--- config.mk ---
export PLATFORM = sky130hd
export DESIGN_NAME = mem_stage_lsu
export DESIGN_NICKNAME = d
export VERILOG_FILES = /design/src/rtl/mem_stage_lsu.sv
export SDC_FILE = /design/constraint.sdc
export NUM_CORES = 1
export LEC_CHECK = 0
export CAP_MARGIN = 5
export CELL_PAD_IN_SITES_DETAIL_PLACEMENT = 0
export CELL_PAD_IN_SITES_GLOBAL_PLACEMENT = 1
export CORE_UTILIZATION = 31
export DETAILED_ROUTE_END_ITERATION = 8
export PLACE_DENSITY = 0.81
export SLEW_MARGIN = 40
export SYNTH_ARGS = -nofsm -noshare
export SYNTH_HDL_FRONTEND = slang
export SYNTH_SLANG_ARGS = --single-unit
--- constraint.sdc ---
create_clock -name clk -period 4 [get_ports clk]
set_input_delay 0.4 -clock clk [delete_from_list [all_inputs] [get_ports clk]]
set_output_delay 0.4 -clock clk [all_outputs]
set_load 0.01 [all_outputs]
--- src/rtl/mem_stage_lsu.sv ---
// MEM-stage load/store unit: EX/MEM -> data-memory req/ack -> MEM/WB.
// Optional LSU_MISALIGN_CHECK_EN traps misaligned half/word accesses.
module mem_stage_lsu (
    input  logic        clk,
    input  logic        rst,
    input  logic [31:0] mem_alu_out,
    input  logic [31:0] mem_rs2,
    input  logic [4:0]  mem_rd_ind,
    input  logic        mem_rd_indzero,
    input  logic [11:0] mem_opcode,
    input  logic        mem_regwrite,
    input  logic        mem_memread,
    input  logic        mem_memwrite,
    output logic        stall,
    output logic        dm_req,
    output logic        dm_we,
    output logic [31:0] dm_addr,
    output logic [31:0] dm_wdata,
    output logic [3:0]  dm_be,
    input  logic        dm_ack,
    input  logic [31:0] dm_rdata,
    output logic [31:0] wb_result,
    output logic [4:0]  wb_rd_ind,
    output logic        wb_rd_indzero,
    output logic        wb_regwrite,
`ifdef LSU_MISALIGN_CHECK_EN
    output logic        misalign,
`endif
    output logic        wb_valid
);

    typedef enum logic [1:0] {IDLE, REQ, DONE} state_t;

    state_t      state_q, state_d;
    logic        dm_req_q, dm_req_d;
    logic        dm_we_q, dm_we_d;
    logic [31:0] dm_addr_q, dm_addr_d;
    logic [31:0] dm_wdata_q, dm_wdata_d;
    logic [3:0]  dm_be_q, dm_be_d;
    logic [31:0] ld_data_q, ld_data_d;
    logic [31:0] wb_result_q, wb_result_d;
    logic [4:0]  wb_rd_ind_q, wb_rd_ind_d;
    logic        wb_rd_indzero_q, wb_rd_indzero_d;
    logic        wb_regwrite_q, wb_regwrite_d;
    logic        wb_valid_q, wb_valid_d;
    logic        mis_q, mis_d;
    logic        misalign_q, misalign_d;

    logic        access;
    logic        is_store;
    logic        is_load;
    logic [2:0]  f3;
    logic [1:0]  off;
    logic        sz_byte;
    logic        sz_half;
    logic        sz_word;
    logic        bad_align;
    logic [3:0]  be_calc;
    logic [31:0] wdata_calc;
    logic [31:0] ld_fmt;
    logic [7:0]  ld_b;
    logic [15:0] ld_h;

    assign access   = mem_memread | mem_memwrite;
    assign is_store = mem_memwrite;
    assign is_load  = mem_memread & ~mem_memwrite;
    assign f3       = mem_opcode[9:7];
    assign off      = mem_alu_out[1:0];

    // Stores decode only 000/001 as narrow; loads also accept 100/101.
    always_comb begin
        if (is_store) begin
            sz_byte = (f3 == 3'b000);
            sz_half = (f3 == 3'b001);
        end else begin
            sz_byte = (f3[1:0] == 2'b00);
            sz_half = (f3[1:0] == 2'b01);
        end
        sz_word   = ~sz_byte & ~sz_half;
        bad_align = (sz_half & off[0]) | (sz_word & (off != 2'b00));
    end

    always_comb begin
        be_calc    = 4'b1111;
        wdata_calc = mem_rs2;
        if (sz_byte) begin
            be_calc    = 4'b0001 << off;
            wdata_calc = {4{mem_rs2[7:0]}};
        end else if (sz_half) begin
            be_calc    = 4'b0011 << {off[1], 1'b0};
            wdata_calc = {2{mem_rs2[15:0]}};
        end
    end

    always_comb begin
        ld_b = dm_rdata[{off, 3'b000} +: 8];
        ld_h = off[1] ? dm_rdata[31:16] : dm_rdata[15:0];
        unique case (f3)
            3'b000:  ld_fmt = {{24{ld_b[7]}}, ld_b};
            3'b001:  ld_fmt = {{16{ld_h[15]}}, ld_h};
            3'b100:  ld_fmt = {24'h0, ld_b};
            3'b101:  ld_fmt = {16'h0, ld_h};
            default: ld_fmt = dm_rdata;
        endcase
    end

    always_comb begin
        state_d         = state_q;
        dm_req_d        = dm_req_q;
        dm_we_d         = dm_we_q;
        dm_addr_d       = dm_addr_q;
        dm_wdata_d      = dm_wdata_q;
        dm_be_d         = dm_be_q;
        ld_data_d       = ld_data_q;
        wb_result_d     = wb_result_q;
        wb_rd_ind_d     = wb_rd_ind_q;
        wb_rd_indzero_d = wb_rd_indzero_q;
        wb_regwrite_d   = 1'b0;
        wb_valid_d      = 1'b0;
        mis_d           = mis_q;
        misalign_d      = 1'b0;
        unique case (state_q)
            IDLE: begin
                if (!access) begin
                    wb_result_d     = mem_alu_out;
                    wb_rd_ind_d     = mem_rd_ind;
                    wb_rd_indzero_d = mem_rd_indzero;
                    wb_regwrite_d   = mem_regwrite;
                    wb_valid_d      = 1'b1;
                end else begin
`ifdef LSU_MISALIGN_CHECK_EN
                    if (bad_align) begin
                        mis_d   = 1'b1;
                        state_d = DONE;
                    end else begin
                        mis_d      = 1'b0;
                        state_d    = REQ;
                        dm_req_d   = 1'b1;
                        dm_we_d    = is_store;
                        dm_addr_d  = {mem_alu_out[31:2], 2'b00};
                        dm_wdata_d = wdata_calc;
                        dm_be_d    = be_calc;
                    end
`else
                    mis_d      = 1'b0;
                    state_d    = REQ;
                    dm_req_d   = 1'b1;
                    dm_we_d    = is_store;
                    dm_addr_d  = {mem_alu_out[31:2], 2'b00};
                    dm_wdata_d = wdata_calc;
                    dm_be_d    = be_calc;
`endif
                end
            end
            REQ: begin
                if (dm_ack) begin
                    dm_req_d  = 1'b0;
                    ld_data_d = ld_fmt;
                    state_d   = DONE;
                end
            end
            DONE: begin
                wb_result_d     = is_load ? ld_data_q : mem_alu_out;
                wb_rd_ind_d     = mem_rd_ind;
                wb_rd_indzero_d = mem_rd_indzero;
                wb_regwrite_d   = mem_regwrite & ~mis_q;
                wb_valid_d      = 1'b1;
                misalign_d      = mis_q;
                mis_d           = 1'b0;
                state_d         = IDLE;
            end
            default: state_d = IDLE;
        endcase
    end

    always_ff @(posedge clk or posedge rst) begin
        if (rst) begin
            state_q         <= IDLE;
            dm_req_q        <= 1'b0;
            dm_we_q         <= 1'b0;
            dm_addr_q       <= 32'h0;
            dm_wdata_q      <= 32'h0;
            dm_be_q         <= 4'h0;
            ld_data_q       <= 32'h0;
            wb_result_q     <= 32'h0;
            wb_rd_ind_q     <= 5'h0;
            wb_rd_indzero_q <= 1'b0;
            wb_regwrite_q   <= 1'b0;
            wb_valid_q      <= 1'b0;
            mis_q           <= 1'b0;
            misalign_q      <= 1'b0;
        end else begin
            state_q         <= state_d;
            dm_req_q        <= dm_req_d;
            dm_we_q         <= dm_we_d;
            dm_addr_q       <= dm_addr_d;
            dm_wdata_q      <= dm_wdata_d;
            dm_be_q         <= dm_be_d;
            ld_data_q       <= ld_data_d;
            wb_result_q     <= wb_result_d;
            wb_rd_ind_q     <= wb_rd_ind_d;
            wb_rd_indzero_q <= wb_rd_indzero_d;
            wb_regwrite_q   <= wb_regwrite_d;
            wb_valid_q      <= wb_valid_d;
            mis_q           <= mis_d;
            misalign_q      <= misalign_d;
        end
    end

    assign stall         = access & (state_q != DONE);
    assign dm_req        = dm_req_q;
    assign dm_we         = dm_we_q;
    assign dm_addr       = dm_addr_q;
    assign dm_wdata      = dm_wdata_q;
    assign dm_be         = dm_be_q;
    assign wb_result     = wb_result_q;
    assign wb_rd_ind     = wb_rd_ind_q;
    assign wb_rd_indzero = wb_rd_indzero_q;
    assign wb_regwrite   = wb_regwrite_q;
    assign wb_valid      = wb_valid_q;
`ifdef LSU_MISALIGN_CHECK_EN
    assign misalign      = misalign_q;
`else
    logic unused_mis;
    assign unused_mis = misalign_q ^ bad_align;
`endif

endmodule

==> impl_results.md, run 1 <==
* Area leader, netlist: dfrtp_1
* WL per Instance at 16.6 um
* Hold buffers post-CTS at 0
* NumNets Final at 998
* Routed Antenna Nets at 0
* Worst min-delay path class: primary input to asynchronous set/reset pin
* Avg Cell Area, Syn at 9.86 um2
* Max Fanout on Critical Path at 5
* Longest Clk Path Bufs at 2
* EDFF count, synth at 0
* Inserted Clock Buffers at 17
* Least-Margin Pin Slew at 731 ps
* Post-cts sizing count at 0
* Final slew viol count at 0
* Post-Syn Area at 6630 um2
* Core area at 21000 um2
* Register area at 3550 um2
* Top-count cell post-synth: nand2_1
* Tmin final at 2360 ps
* Via/cell ratio at 4.66
* P_leak at 4.27 nW
* Post-synth ARST share at 100%
* Die Y at 148 um
* GRT Util Overall at 18.4%
* RSZ-0062 raised after global routing: false
* Worst slew margin at 50.9%
* Die area at 22000 um2
* Initial DRT Pass Iterations at 4
* Critical path endpoint category: output pin
* CP Data Required Time at 3600 ps
* Global-route wire length before repair at 30.9 mm
* VDD IR max at 311 uV
* Synth top area cells: dfrtp_1, nand2_1, mux2i_1, o21ai_0, mux2_2
* Critical path class: primary input to output pin
* Clk_skew at 8.25 ps
* Clk sink count at 142
* Synth Instances at 672
* Clock transition at path regs at 70 ps
* Row cnt at 53
* Hpwl dp at 13.8 mm
* Top cell type's share of synthesized area at 53.6%
* H-Tree Depth at 4
* Final Core Density at 46.4%
* Max Fclk at 423 MHz
* Ports at 231
* Port bufs at 219
* Drt initial violations at 223
* Seq/Total Area, Yosys at 53.6%
* Fin Setup TNS at 0 ps
* Root Driver: clkbuf_16
* Chip width at 148 um
* Final worst-path cycle share at 59.1%
* DRC at 0
* Total gr overflow at 0
* Via count at 5436
* Diode count at 0
* Largest net degree at the start of global routing at 90
* CTS tree: done
* Initial antenna violation count at 0
* Register bit total from synthesis at 142
* Worst-Skew Late Latency at 420 ps
* GPL Wtd Cong at 0.766
* Top FF cell, synth: dfrtp_1
* # setup viols final at 0
* Max-cap violations at 0
* Post-Layout Cell Count at 1166
* Layout cells sized above 1 at 9.65%
* Initial Util at 31.6%
* Filler cells at 2051
* Cell variety after synth at 45
* Layout area overhead at 46.7%
* Total setup buffers inserted after CTS at 0
* Synth warn at 0
* Startpoint Class: primary input
* Count of final hold-check violations at 0
* Commonest cells in the netlist: nand2_1, dfrtp_1, o21ai_0, mux2i_1, nand3_1
* Routed WL at 19.4 mm
* Area used by multi-input combinational logic at 2810 um2
* CP arrival at 1960 ps
* Vias in the first global route at 5347
* Pwr dens at 727 nW/um2
* Status: complete, no violations
* # placed instances at 1133
-- metrics by stage --
stage	hold WS (ps)	setup slack, ps	total power, W	cell area, um2
6_report	288	1640	0.00706	9720
5_1_grt	305	1490	0.00757	9720
4_1_cts	476	1620	0.00717	9690
3_5_place_dp	461	1150	0.00540	9050
3_3_place_gp	459	1190	0.00534	9040
2_1_floorplan	462	1820	0.00383	6630
-- path summary, 6_finish.rpt --
kind / startpoint / slack (ps) / cells after the start / endpoint
worst max-delay path: mem_memwrite / 1640 / 4 / stall
worst min-delay path: rst / 290 / 2 / dm_wdata[18]
worst max register to register: state_q[1] / 1830 / 4 / wb_result[23]
worst min register to register: dm_addr[28] / 470 / 2 / dm_addr[28]
max in group asynchronous: rst / 2920 / 4 / wb_result[16]
min in group clk: dm_addr[28] / 470 / 2 / dm_addr[28]
-- sequential cells by signal, summed over array words and instances, names as in the netlist --
signal	cells
dm_addr	30
dm_be	4
dm_req	1
dm_wdata	32
dm_we	1
ld_data_q	32
state_q	2
wb_rd_ind	5
wb_rd_indzero	1
wb_regwrite	1
wb_result	32
wb_valid	1
-- logic make-up (layout without fill, tap and decap cells) --
kind of cell    Yosys count  count (layout)  synth area share [%]
buf+inv                  54             272                  4.48
mux                      80              80                  12.5
simple gates            276             276                  18.9
other cells               1               2                0.0566
compound gates          119             119                  10.4
flops                   142             142                  53.6
-- cell type report --
type	count	area share, %
Sequential cell	142	36.6
Multi-Input combinational cell	477	28.9
Timing Repair Buffer	236	24.2
Clock buffer	20	4.70
Tap cell	275	3.54
Clock inverter	12	1.88
Inverter	4	0.193
-- report_power, final --
part	switching (W)	internal, W
Sequential	0.000398	0.00213
Clock	0.000650	0.00108
Combinational	0.00134	0.00146
Total	0.00239	0.00468
-- per-layer routing --
| layer | wire (um) | global-route usage (%) |
|---|---|---|
| met5 | 0 | 0 |
| met4 | 248 | 5.62 |
| met3 | 1220 | 5.15 |
| met2 | 8950 | 28.6 |
| met1 | 8940 | 24.7 |
-- worst max-delay path, cell delays in order --
cell and delay [ps]:
clkdlybuf4s50_1 540, nor2_1 410, a21oi_1 80, clkdlybuf4s50_1 540
-- placed cells by master, fill, tap and decap left out, drive strengths merged, types with 2 or more instances in the layout --
cell           netlist  layout
a2bb2oi              7       7
nand2              207     207
mux2i               65      65
nor3                 9       9
buf                 30      17
nor2                 7       7
clkinv               0       2
clkbuf              20      20
conb                 1       2
dfrtp              142     142
nor4                 2       2
a211o                7       7
a21oi               18      18
inv                  4       6
bufinv               0       4
o21ai               76      76
nand3               32      32
mux2                14      14
a31oi                2       2
nor2b                4       4
nand3b               9       9
clkdlybuf4s50        0     219
clkinvlp             0       4
Note: power is estimated with default switching activity, not from simulation.
==> run 2: changes to the inputs <==
--- a/config.mk
+++ b/config.mk
@@ -8,9 +8,9 @@
 export CAP_MARGIN = 5
 export CELL_PAD_IN_SITES_DETAIL_PLACEMENT = 0
 export CELL_PAD_IN_SITES_GLOBAL_PLACEMENT = 1
-export CORE_UTILIZATION = 31
+export CORE_UTILIZATION = 34
 export DETAILED_ROUTE_END_ITERATION = 8
-export PLACE_DENSITY = 0.81
+export PLACE_DENSITY = 0.84
 export SLEW_MARGIN = 40
 export SYNTH_ARGS = -nofsm -noshare
 export SYNTH_HDL_FRONTEND = slang
==> constraint.sdc (replaced) <==
create_clock -name clk -period 2.23 [get_ports clk]
set_input_delay 0.223 -clock clk [delete_from_list [all_inputs] [get_ports clk]]
set_output_delay 0.223 -clock clk [all_outputs]
set_load 0.01 [all_outputs]
==> run 2 against run 1 <==
Against the previous run: sequential share of layout area decreased by 0.25 points; sequential power increased by 78%; critical path depth decreased by 1; power increased by 78%; clock skew decreased by 1.4 ps; clock power increased by 69%; critical path type is now flop to output pin; largest cell class unchanged.
==> impl_results.md, run 2 (synthesis results as in run 1) <==
* Initial DRT Pass Iterations at 4 (unchanged)
* Chip width at 142 um (was 148 um)
* Drt initial violations at 330 (was 223)
* NumNets Final at 1005 (was 998)
* Longest Clk Path Bufs at 2 (unchanged)
* Fin Setup TNS at 0 ps (unchanged)
* Routed Antenna Nets at 0 (unchanged)
* Die area at 20000 um2 (was 22000 um2)
* Inserted Clock Buffers at 17 (unchanged)
* Max-cap violations at 0 (unchanged)
* VDD IR max at 576 uV (was 311 uV)
* Cell at the slowest stage of the critical path: clkdlybuf4s50_1 (unchanged)
* Routed WL at 18.7 mm (was 19.4 mm)
* CP max stage delay at 590 ps (was 540 ps)
* CP Data Required Time at 2010 ps (was 3600 ps)
* Final worst-path cycle share at 92.2%
* Max Fanout on Critical Path at 5 (unchanged)
* Tmin final at 2060 ps
* Die Y at 142 um (was 148 um)
* # setup viols final at 0 (unchanged)
* Global-route wire length before repair at 30.0 mm (was 30.9 mm)
* Layout area overhead at 47.7% (was 46.7%)
* Total setup buffers inserted after CTS at 0 (unchanged)
* Post-Layout Cell Count at 1158 (was 1166)
* Ports at 231 (unchanged)
* Hold buffers post-CTS at 0 (unchanged)
* Vias in the first global route at 5387 (was 5347)
* Final slew viol count at 0 (unchanged)
* Diode count at 0 (unchanged)
* Initial antenna violation count at 1 (was 0)
* Row cnt at 50 (was 53)
* Worst-Skew Late Latency at 410 ps (was 420 ps)
* Startpoint Class: flop (was primary input)
* GRT Util Overall at 19.4% (was 18.4%)
* Post-cts sizing count at 0 (unchanged)
* Critical path endpoint category: output pin (unchanged)
* Largest net degree at the start of global routing at 83 (was 90)
* CTS tree: done (unchanged)
* Clk sink count at 142 (unchanged)
* CP Cell Sequence: inv_1, a21oi_1, clkdlybuf4s50_1 (was clkdlybuf4s50_1, nor2_1, a21oi_1, clkdlybuf4s50_1)
* Worst min-delay path class: primary input to asynchronous set/reset pin (unchanged)
* # placed instances at 1126 (was 1133)
* Hpwl dp at 13.6 mm (was 13.8 mm)
* Critical path class: flop to output pin (was primary input to output pin)
* Clk_skew at 6.89 ps (was 8.25 ps)
* H-Tree Depth at 4 (unchanged)
* Commonest cells after routing, fill and taps aside: clkdlybuf4s50_1, nand2_1, dfrtp_1 (unchanged)
* Hold slack final at 279 ps (was 288 ps)
* Via count at 5406 (was 5436)
* Total gr overflow at 0 (unchanged)
* RSZ-0062 raised after global routing: false (unchanged)
* DRC at 0 (unchanged)
* Filler cells at 1816 (was 2051)
* Max Fclk at 487 MHz
* Initial Util at 35.1% (was 31.6%)
* Final Core Density at 51.8% (was 46.4%)
* WL per Instance at 16.1 um (was 16.6 um)
* Clock transition at path regs at 60 ps (was 70 ps)
* Layout cells sized above 1 at 10.0% (was 9.65%)
* Most common cell after layout, fill and taps aside: clkdlybuf4s50_1 (unchanged)
* P_leak at 4.31 nW (was 4.27 nW)
* CP arrival at 1830 ps (was 1960 ps)
* Core area at 18900 um2 (was 21000 um2)
* GPL Wtd Cong at 0.763 (was 0.766)
* Pwr dens at 1290 nW/um2 (was 727 nW/um2)
* Status: complete, no violations (unchanged)
* Count of final hold-check violations at 0 (unchanged)
* Port bufs at 219 (unchanged)
* Via/cell ratio at 4.67 (was 4.66)
* Root Driver: clkbuf_16 (unchanged)
==> run 2: cell types whose count changed in the layout (fill, tap and decap cells not counted), moves of 2 or more <==
cell / before / now
clkbuf_1: 1 / 3
inv_6: 3 / 0
buf_12: 1 / 8
buf_4: 14 / 16
==> run 2: area by class of cell <==
cell class                      count  area (um2)  share of cell area [%]
Clock buffer                       23         478                    4.88
Clock inverter                      9         134                    1.37
Inverter                            4        18.8                   0.192
Multi-Input combinational cell    477        2800                    28.7
Sequential cell                   142        3550                    36.3
Tap cell                          260         325                    3.32
Timing Repair Buffer              243        2470                    25.3
==> run 2: stage by stage <==
step | total power, W | setup WS, ps | cell area [um2]
2_1_floorplan | 0.00686 | 230 | 6630
3_3_place_gp | 0.00966 | 225 | 9170
3_5_place_dp | 0.00978 | 203 | 9170
4_1_cts | 0.0128 | 115 | 9790
5_1_grt | 0.0135 | 56.6 | 9790
6_report | 0.0126 | 175 | 9790
==> run 2: worst max-delay path, delay by kind of cell (launching register included) <==
family / cells / cell delay [ps]
buffers and inverters: 2 / 760
flip-flops: 1 / 490
AO/OA/AOI/OAI: 1 / 170
==> run 2: worst paths after layout <==
path,slack [ps],endpoint,cells past startpoint,from
max,170,stall,3,state_q[0]
min,280,dm_wdata[10],3,rst
max reg2reg,560,ld_data_q[5],5,state_q[1]
min reg2reg,470,dm_addr[12],2,dm_addr[12]
max in group asynchronous,1530,ld_data_q[23],3,rst
min in group clk,360,dm_addr[8],3,mem_alu_out[8]
==> run 2: power breakdown <==
part           internal, W  total [W]  switching [W]
clock network      0.00185    0.00293        0.00108
logic              0.00271    0.00514        0.00243
registers          0.00382    0.00450       0.000685
total              0.00838     0.0126        0.00420
==> run 2: routing by layer <==
layer  global-route usage [%]  wire length [um]  vias to the layer above
li1                         -                 -                     2710
met1                     25.8              8730                     2525
met2                     30.5              8430                      149
met3                     5.64              1210                       20
met4                     6.17               280                        2
met5                        0                13                        -
